[src/rtl/rename_pkg.sv]
// Shared rename-stage definitions.
// Holds the default free-list geometry, the tag and checkpoint-id types, and the
// free-list controller state enum. Imported by free_list_ctrl.
package rename_pkg;

   localparam int unsigned DEF_NUM_PHYS = 64;
   localparam int unsigned DEF_NUM_ARCH = 32;
   localparam int unsigned DEF_NUM_CKPT = 4;

   typedef logic [$clog2(DEF_NUM_PHYS)-1:0] preg_t;
   typedef logic [$clog2(DEF_NUM_CKPT)-1:0] ckpt_id_t;

   typedef enum logic [1:0] {
      INIT,
      RUN,
      RECOVER
   } fl_state_t;

endpackage

[src/rtl/free_list_ring.sv]
// Free-list storage: DEPTH x WIDTH ring RAM, one synchronous write port and one
// asynchronous read port. Contents are not reset; the controller fills them.
// Ports:
//   clk_i    rising-edge clock
//   we_i     write enable
//   waddr_i  write address
//   wdata_i  write data
//   raddr_i  read address
//   rdata_o  read data (combinational)
module free_list_ring #(
   parameter int unsigned DEPTH = 64,
   parameter int unsigned WIDTH = 6
) (
   input  logic                     clk_i,
   input  logic                     we_i,
   input  logic [$clog2(DEPTH)-1:0] waddr_i,
   input  logic [WIDTH-1:0]         wdata_i,
   input  logic [$clog2(DEPTH)-1:0] raddr_i,
   output logic [WIDTH-1:0]         rdata_o
);

   logic [WIDTH-1:0] mem_q [DEPTH];

   always_ff @(posedge clk_i) begin
      if (we_i) begin
         mem_q[waddr_i] <= wdata_i;
      end
   end

   assign rdata_o = mem_q[raddr_i];

endmodule

[src/rtl/free_list_ctrl.sv]
// Physical-register free-list controller for rename.
// Serves one tag allocation per cycle (same-cycle grant), accepts one release per
// cycle from commit, and keeps a circular queue of head-pointer checkpoints so a
// mispredict restores every tag allocated after the branch in one step.
// Optional feature macro: FREE_LIST_BYPASS_EN -- when defined, an allocation at an
// empty list is served directly from a simultaneous release.
// Ports:
//   clk, rst                 clock, synchronous active-high reset
//   alloc_req/alloc_gnt      allocation handshake; alloc_preg valid with alloc_gnt
//   rel_valid/rel_preg       tag release from commit
//   ckpt_save/ckpt_id        take a checkpoint; ckpt_id is the slot it uses
//   ckpt_full                all slots live, saves ignored
//   ckpt_restore(_id)        mispredict restore of a slot
//   ckpt_release             retire oldest live checkpoint
//   ready, free_count        init done, number of free tags
//   overflow                 sticky: release attempted while list full
module free_list_ctrl
   import rename_pkg::*;
#(
   parameter int unsigned NUM_PHYS = DEF_NUM_PHYS,
   parameter int unsigned NUM_ARCH = DEF_NUM_ARCH,
   parameter int unsigned NUM_CKPT = DEF_NUM_CKPT
) (
   input  logic                          clk,
   input  logic                          rst,
   input  logic                          alloc_req,
   output logic                          alloc_gnt,
   output logic [$clog2(NUM_PHYS)-1:0]   alloc_preg,
   input  logic                          rel_valid,
   input  logic [$clog2(NUM_PHYS)-1:0]   rel_preg,
   input  logic                          ckpt_save,
   output logic [$clog2(NUM_CKPT)-1:0]   ckpt_id,
   output logic                          ckpt_full,
   input  logic                          ckpt_restore,
   input  logic [$clog2(NUM_CKPT)-1:0]   ckpt_restore_id,
   input  logic                          ckpt_release,
   output logic                          ready,
   output logic [$clog2(NUM_PHYS+1)-1:0] free_count,
   output logic                          overflow
);

   localparam int unsigned PW = $clog2(NUM_PHYS);
   localparam int unsigned CW = $clog2(NUM_PHYS + 1);
   localparam int unsigned KW = $clog2(NUM_CKPT);

   localparam logic [CW-1:0] FULL_CNT  = CW'(NUM_PHYS);
   localparam logic [CW-1:0] INIT_LAST = CW'(NUM_PHYS - NUM_ARCH - 1);
   localparam logic [PW-1:0] ARCH_BASE = PW'(NUM_ARCH);

   fl_state_t state_q, state_d;

   logic [PW-1:0]       head_q, head_d;
   logic [PW-1:0]       tail_q, tail_d;
   logic [CW-1:0]       count_q, count_d;
   logic                overflow_q, overflow_d;
   logic [NUM_CKPT-1:0] ckpt_valid_q, ckpt_valid_d;
   logic [KW-1:0]       ckpt_alloc_q, ckpt_alloc_d;
   logic [KW-1:0]       ckpt_old_q, ckpt_old_d;
   logic [PW-1:0]       ckpt_head_q [NUM_CKPT];
   logic [PW-1:0]       ckpt_head_d [NUM_CKPT];

   logic          active;
   logic          restore_hit;
   logic          list_empty;
   logic          list_full;
   logic          bypass;
   logic          ring_gnt;
   logic          rel_acc;
   logic          save_acc;
   logic          ckpt_rel_acc;
   logic          ring_we;
   logic [PW-1:0] ring_wdata;
   logic [PW-1:0] ring_rdata;
   logic [KW-1:0] rest_dist;
   logic [KW-1:0] slot_dist;

   free_list_ring #(
      .DEPTH (NUM_PHYS),
      .WIDTH (PW)
   ) u_ring (
      .clk_i   (clk),
      .we_i    (ring_we),
      .waddr_i (tail_q),
      .wdata_i (ring_wdata),
      .raddr_i (head_q),
      .rdata_o (ring_rdata)
   );

   // Grant / release decode.
   always_comb begin
      active      = (state_q != INIT);
      restore_hit = active & ckpt_restore & ckpt_valid_q[ckpt_restore_id];
      list_empty  = (count_q == '0);
      list_full   = (count_q == FULL_CNT);
`ifdef FREE_LIST_BYPASS_EN
      bypass = (state_q == RUN) & ~restore_hit & list_empty & alloc_req & rel_valid;
`else
      bypass = 1'b0;
`endif
      ring_gnt = (state_q == RUN) & ~restore_hit & alloc_req & ~list_empty;
      // A bypassed release is consumed by the grant and never touches the ring.
      rel_acc  = active & rel_valid & ~list_full & ~bypass;

      ring_we    = (state_q == INIT) | rel_acc;
      ring_wdata = (state_q == INIT) ? (tail_q + ARCH_BASE) : rel_preg;

      alloc_gnt = ring_gnt | bypass;
      if (bypass) begin
         alloc_preg = rel_preg;
      end else if (ring_gnt) begin
         alloc_preg = ring_rdata;
      end else begin
         alloc_preg = '0;
      end
   end

   // Next-state for pointers, count, state and checkpoint queue.
   always_comb begin
      state_d      = state_q;
      head_d       = head_q + PW'(ring_gnt);
      tail_d       = tail_q + PW'(ring_we);
      count_d      = count_q + CW'(ring_we) - CW'(ring_gnt);
      overflow_d   = overflow_q | (active & rel_valid & list_full);
      ckpt_valid_d = ckpt_valid_q;
      ckpt_alloc_d = ckpt_alloc_q;
      ckpt_old_d   = ckpt_old_q;
      ckpt_head_d  = ckpt_head_q;
      rest_dist    = ckpt_restore_id - ckpt_old_q;
      slot_dist    = '0;

      save_acc     = active & ckpt_save & ~(&ckpt_valid_q) & ~restore_hit;
      // Releasing the slot being restored would leave oldest ahead of alloc.
      ckpt_rel_acc = active & ckpt_release & ckpt_valid_q[ckpt_old_q] &
                     ~(restore_hit & (ckpt_restore_id == ckpt_old_q));

      unique case (state_q)
         INIT:    if (count_q == INIT_LAST) state_d = RUN;
         RUN:     if (restore_hit) state_d = RECOVER;
         RECOVER: state_d = restore_hit ? RECOVER : RUN;
         default: state_d = INIT;
      endcase

      if (restore_hit) begin
         head_d  = ckpt_head_q[ckpt_restore_id];
         // Everything between the saved head and the new tail is free again.
         count_d = CW'(tail_d - ckpt_head_q[ckpt_restore_id]);
      end

      if (ckpt_rel_acc) begin
         ckpt_valid_d[ckpt_old_q] = 1'b0;
         ckpt_old_d               = ckpt_old_q + KW'(1);
      end

      if (save_acc) begin
         ckpt_head_d[ckpt_alloc_q]  = head_d;
         ckpt_valid_d[ckpt_alloc_q] = 1'b1;
         ckpt_alloc_d               = ckpt_alloc_q + KW'(1);
      end

      if (restore_hit) begin
         // Age is measured from the oldest slot so a full queue is handled too.
         for (int i = 0; i < NUM_CKPT; i++) begin
            slot_dist = KW'(i) - ckpt_old_q;
            if (ckpt_valid_q[i] && (slot_dist >= rest_dist)) begin
               ckpt_valid_d[i] = 1'b0;
            end
         end
         ckpt_alloc_d = ckpt_restore_id;
      end
   end

   always_ff @(posedge clk) begin
      if (rst) begin
         state_q      <= INIT;
         head_q       <= '0;
         tail_q       <= '0;
         count_q      <= '0;
         overflow_q   <= 1'b0;
         ckpt_valid_q <= '0;
         ckpt_alloc_q <= '0;
         ckpt_old_q   <= '0;
         for (int i = 0; i < NUM_CKPT; i++) begin
            ckpt_head_q[i] <= '0;
         end
      end else begin
         state_q      <= state_d;
         head_q       <= head_d;
         tail_q       <= tail_d;
         count_q      <= count_d;
         overflow_q   <= overflow_d;
         ckpt_valid_q <= ckpt_valid_d;
         ckpt_alloc_q <= ckpt_alloc_d;
         ckpt_old_q   <= ckpt_old_d;
         ckpt_head_q  <= ckpt_head_d;
      end
   end

   assign ready      = (state_q != INIT);
   assign free_count = count_q;
   assign overflow   = overflow_q;
   assign ckpt_id    = ckpt_alloc_q;
   assign ckpt_full  = &ckpt_valid_q;

endmodule

[config.mk]
export PLATFORM = sky130hd
export DESIGN_NAME = free_list_ctrl
export DESIGN_NICKNAME = d
export VERILOG_FILES = /design/src/rtl/rename_pkg.sv /design/src/rtl/free_list_ring.sv /design/src/rtl/free_list_ctrl.sv
export SDC_FILE = /design/constraint.sdc
export NUM_CORES = 1
export LEC_CHECK = 0
export CAP_MARGIN = 20
export CORE_UTILIZATION = 45
export DETAILED_ROUTE_END_ITERATION = 10
export MAX_ROUTING_LAYER = met4
export PLACE_DENSITY = 0.67
export SYNTH_ARGS = -nofsm -noshare
export SYNTH_HDL_FRONTEND = slang
export SYNTH_SLANG_ARGS = --single-unit
[constraint.sdc]
create_clock -name clk -period 5.58 [get_ports clk]
set_clock_uncertainty 0.2 [all_clocks]
set_input_delay 1.116 -clock clk [delete_from_list [all_inputs] [get_ports clk]]
set_output_delay 1.116 -clock clk [all_outputs]
set_load 0.03 [all_outputs]
-- After elaboration in Yosys (flattened, before gate mapping)
Memories as Yosys holds them, arrays and structs flattened. A register that Yosys moved wholly into a read port is not among the register bits.
Index checks and enable logic that the tools add are counted.
- add/sub/neg operators: 13
- $lt $le $gt $ge: 12
- equality and inequality tests: 7
- multiplexer cells: 34
- bitwise logic cells: 27
- reductions and logical operators: 13
- operator list (cell ; count):
    two-way mux 6 bit ; 7
    bitwise mux 24 bit ; 1
    AND 1 bit ; 15
    adder 6 x 1 -> 6 bit ; 2
    binary-select mux 6 bit (select 2 bit) ; 1
    demux 6 bit (select 2 bit) ; 1
    two-way mux 4 bit ; 3
    two-way mux 1 bit ; 10
    two-way mux 2 bit ; 5
    < comparator 2 x 3 -> 1 bit, second input constant ; 3
    >= comparator 2 bit ; 4
    adder 7 x 1 -> 7 bit ; 1
    equality test 7 x 5 -> 1 bit, second input constant ; 1
    equality test 7 bit, second input constant ; 1
    logical AND 1 bit ; 7
    zero test 7 bit ; 1
    two-way mux 7 bit ; 1
    subtractor 6 x 6 -> 7 bit ; 1
    subtractor 7 x 1 -> 7 bit ; 1
    adder 6 bit, second input constant ; 1
    >= comparator 3 bit, second input constant ; 2
    inverter 2 -> 3 bit ; 2
    one-hot mux 2 bit (3 select lines) ; 1
    inverter 1 bit ; 5
    other kinds (21) ; 29
- register bits after elaboration: 54
- memory bits (writable): 384
- input port bits: 15
- output and inout port bits: 19
- logic and storage cells: 119
- memories kept: 1
- memories (memory ; depth ; width ; rd ports ; clocked after memory_dff ; wr ports ; line ; text):
    u_ring.mem_q ; 64 ; 6 ; 1 ; 1 ; 1 ; free_list_ring.sv:22 ; logic [WIDTH-1:0] mem_q [DEPTH];

-- Logic depth before layout (Yosys ltp)
- depth in word-level cells: 11
- depth in mapped cells: 16
- mapped depth without buffers: 16

-- By module
A second synthesis with hierarchy kept.
- cells, all modules: 1089
- area total of the unflattened synthesis: 18566.6 µm²
- by module, submodules not included (module ; times used ; cells an instance ; area each (µm²) ; seq. area each (µm²)):
    free_list_ring ; 1 ; 714 ; 15105.7 ; 11531.1
    free_list_ctrl ; 1 ; 375 ; 3460.8 ; 1081.0

-- Least setup slack after synthesis
No wires, ideal clock.
- path kind: in2out
- start point: input port ckpt_restore_id[0]
- end point: output port alloc_preg[0]
- arrival: 3.670 ns
- data required time: 4.264 ns
- setup slack: 0.594 ns
- cell stages on the path: 5
- buffers on the path: 1
- cell sequence: buf_6 > mux4_2 > a221oi_2 > nand2_1 > o32ai_1
- word-level cells in the longest chain between the ends: 8
- ends and longest elaborated chain (element ; line ; text):
    start: declaration ; free_list_ctrl.sv:35 ; input logic [$clog2(NUM_CKPT)-1:0] ckpt_restore_id,
    binary-select mux 1 bit (select 2 bit) ; free_list_ctrl.sv:92 ; restore_hit = active & ckpt_restore & ckpt_valid_q[ckpt_restore_id];
    two-way mux 1 bit (implied by the code) ; free_list_ctrl.sv:92 ;
    AND 1 bit ; free_list_ctrl.sv:92 ;
    inverter 1 bit ; free_list_ctrl.sv:100 ; ring_gnt = (state_q == RUN) & ~restore_hit & alloc_req & ~list_empty;
    AND 1 bit (3 in series) ; free_list_ctrl.sv:100 ;
    via alloc_gnt ; free_list_ctrl.sv:27 ; output logic alloc_gnt,
    two-way mux 6 bit ; free_list_ctrl.sv:110 ; end else if (ring_gnt) begin
    end: declaration ; free_list_ctrl.sv:28 ; output logic [$clog2(NUM_PHYS)-1:0] alloc_preg,
The timed path passes the listed nets, and every way through them passes these cells. The select of a mux whose other input is x is not followed.

-- Worst setup path in the final report
- start point: input port ckpt_restore_id[0]
- end point: output port alloc_preg[4]
- word-level cells in the longest chain between the ends: 8
- ends and longest elaborated chain (element ; line):
    binary-select mux 1 bit (select 2 bit) ; free_list_ctrl.sv:92
    two-way mux 1 bit (implied by the code) ; free_list_ctrl.sv:92
    AND 1 bit ; free_list_ctrl.sv:92
    inverter 1 bit ; free_list_ctrl.sv:100
    AND 1 bit (3 in series) ; free_list_ctrl.sv:100
    two-way mux 6 bit ; free_list_ctrl.sv:110
Every way passes these cells. The select of a mux whose other input is x is not followed.

==> metrics.cfg <==
[yosys]
netlist_instances = 1105
synth-seq-area-share_pct = 68.6
synth.net_count = 1158
async_flop_share_pct = 0
ys.warnings.count = 0
synth_area_um2 = 18400
yosys_most_used_dff = edfxtp_1
synth-seq-cells = 438
synth_edf_count = 384
ys_types = 62
syn_area_per_cell_um2 = 16.6

[hold_path]
hp-class = reg -> reg
hp-start = overflow$_SDFF_PP0_
min_to = overflow$_SDFF_PP0_
min_path_cells = 2

[timing]
rsz0062_at_grt = no
finalSetupViolations = 0
slew_violations = 0
finalHoldViolCount = 0
period_needed_ns = 4.99
finalCritPeriodShare_pct = 89.4
fmax_mhz = 201
tns_ns = 0
slew_headroom_pct = 27.5
tightestPinTransition_ns = 1.09

[drt]
wirelength_um = 39600
dr.pass1.iters = 5
wl_per_cell_um = 23.2
routed-via-count = 9868
viasPerCell = 5.78
ant_nets = 0
drcViolationCount = 0
first_iter_violations = 864

[cells_and_area]
diodes = 0
instances_no_fill = 1708
final_net_count = 1200
areaGrowthSynthToFinish_pct = 13.3
final_common_cell = edfxtp_1
utilization_pct = 52.1
layout_common_cells = edfxtp_1, nor2_1, mux4_2
drive_above_1_share_pct = 18.3

[clock_tree]
post_cts_buffers = 0
cts_made_buffers = 45
cts_resized = 0
clk_path_buf_depth = 3
cts_tree = done
hold_buffers = 0
clk_pin_slew_ns = 0.06
cts-htree-levels = 2
insertion_delay_ns = 0.55
clock_sinks = 438
root_buffer = clkbuf_16

[die]
dieArea_um2 = 41700
die_h_um = 204
num_rows = 73
core_um2 = 40000
die_x_um = 204
io_pins = 34
start_util_pct = 46.0

[placement]
port-buffer-count = 33
gp_congestion = 0.844
dpl.hpwl_um = 24800
place_inst = 1624

[setup_path]
ff2ff_setup_slack_ns = 1.43
path_class = in -> out
crit_start = ckpt_restore_id[0]
max_stage_delay_ns = 0.62
cp_cell_sequence = clkdlybuf4s50_1 -> mux4_2 -> a221oi_2 -> buf_4 -> nand2b_1 -> a21o_1 -> o21ai_0 -> buf_12
r2r-end = free_count[6]$_SDFF_PP0_
startpoint_type = input pin
rr_startpoint = free_count[5]$_SDFF_PP0_
crit_required_ns = 4.26
reg2reg_depth = 16
worstPathArrival_ns = 3.67
path_max_fanout = 6
slowest_stage = mux4_2
crit_path_end_kind = output port

[power_and_ir_drop]
power_density_nw_per_um2 = 333
power_leakage_nw = 6.98
peakVddDrop_v = 0.000236

[run]
max-cap-violations = 0

[global_route]
antenna_found_initial = 0
grt_max_degree = 65
grt_usage_pct = 20.1
grt_pass1_wl_um = 60700
grt_overflow = 0
grt_pass1_vias = 9946

[status]
status = complete, no violations

layout make-up:
type	count	area, um2
tap	525	657
clock inverter	27	264
multi-input combinational	578	5410
timing repair buffer	61	621
clock buffer	56	1180
sequential	438	12600
fill	3232	19200
inverter	23	86.3
flip-flops by register name, summed over array words and instances, names as in the netlist:
signal	count
ckpt_head_q	24
ckpt_old_q	2
overflow	1
free_count	7
state_q	2
u_ring.mem_q	384
ckpt_valid_q	4
head_q	6
tail_q	6
ckpt_id	2
layer usage:
layer	part of all wire, %	up-vias	track usage, %
met1	44	5044	27.5
met2	48	343	31.4
met5	0	-	-
met3	5.6	64	2.87
li1	-	4417	-
met4	2.4	0	5.94
critical path: cells and delay by family:
kind / cells / cell delay (ns)
AO/OA/AOI/OAI: 3 / 0.83
buffers and inverters: 3 / 0.90
multiplexers: 1 / 0.62
AND/OR/NAND/NOR: 1 / 0.18
how the worst max path moves through the flow:
stage | to | slack, ns | cells after the start
final | alloc_preg[4] | 0.59 | 8
after global routing | alloc_preg[4] | 0.48 | 8
after CTS | alloc_preg[4] | 0.57 | 8
after detailed placement | alloc_preg[2] | 0.57 | 7
after global placement | alloc_preg[4] | 0.59 | 8
after floorplan | alloc_preg[0] | 0.59 | 5
metrics by stage:
| stage | total power, mW | instance area, um2 | setup slack [ns] | hold slack, ns |
|---|---|---|---|---|
| after floorplan | 3.93 | 18400 | 0.594 | 0.254 |
| after global placement | 4.04 | 19400 | 0.586 | 0.260 |
| after detailed placement | 4.05 | 19400 | 0.567 | 0.263 |
| after CTS | 6.98 | 20800 | 0.566 | 0.288 |
| after global routing | 7.15 | 20800 | 0.479 | 0.321 |
| final | 6.93 | 20800 | 0.592 | 0.289 |
kinds of logic after synthesis:
group	Yosys count	share of synthesized area, %
AOI/OAI and AO/OA	134	5.55
and+or+nand+nor	224	5.69
buffers and inverters	89	2.15
DFF	438	68.6
adders and majority gates	38	2.75
muxes	161	14.3
xor gates and xnor gates	21	1.00
power by group:
group | internal [mW] | switching [mW]
combinational | 0.153 | 0.218
clock | 1.73 | 1.22
sequential | 3.59 | 0.0304
cell usage after synthesis (all sizes together), types with 4 or more instances:
master | n | area share, %
edfxtp | 384 | 63
nor2 | 108 | 2.2
mux4 | 79 | 9.7
mux2i | 65 | 3.5
dfxtp | 54 | 5.9
nand2 | 45 | 0.92
clkbuf | 34 | 0.69
ha | 34 | 2.3
buf | 32 | 0.99
a211oi | 25 | 1.1
inv | 23 | 0.47
mux2 | 17 | 1.0
a21oi | 16 | 0.44
nor2b | 14 | 0.48
a22oi | 13 | 0.53
a21o | 12 | 0.49
o22ai | 12 | 0.41
xnor2 | 12 | 0.57
nand3 | 11 | 0.33
nand3b | 11 | 0.45
xor2 | 9 | 0.43
o32ai | 7 | 0.33
a22o | 6 | 0.29
nand2b | 6 | 0.20
o221ai | 6 | 0.29
a211o | 5 | 0.24
and2 | 5 | 0.17
nor3 | 5 | 0.14
fa | 4 | 0.44
o21ai | 4 | 0.11
o31ai | 4 | 0.16
(Power assumes the default switching activity.)
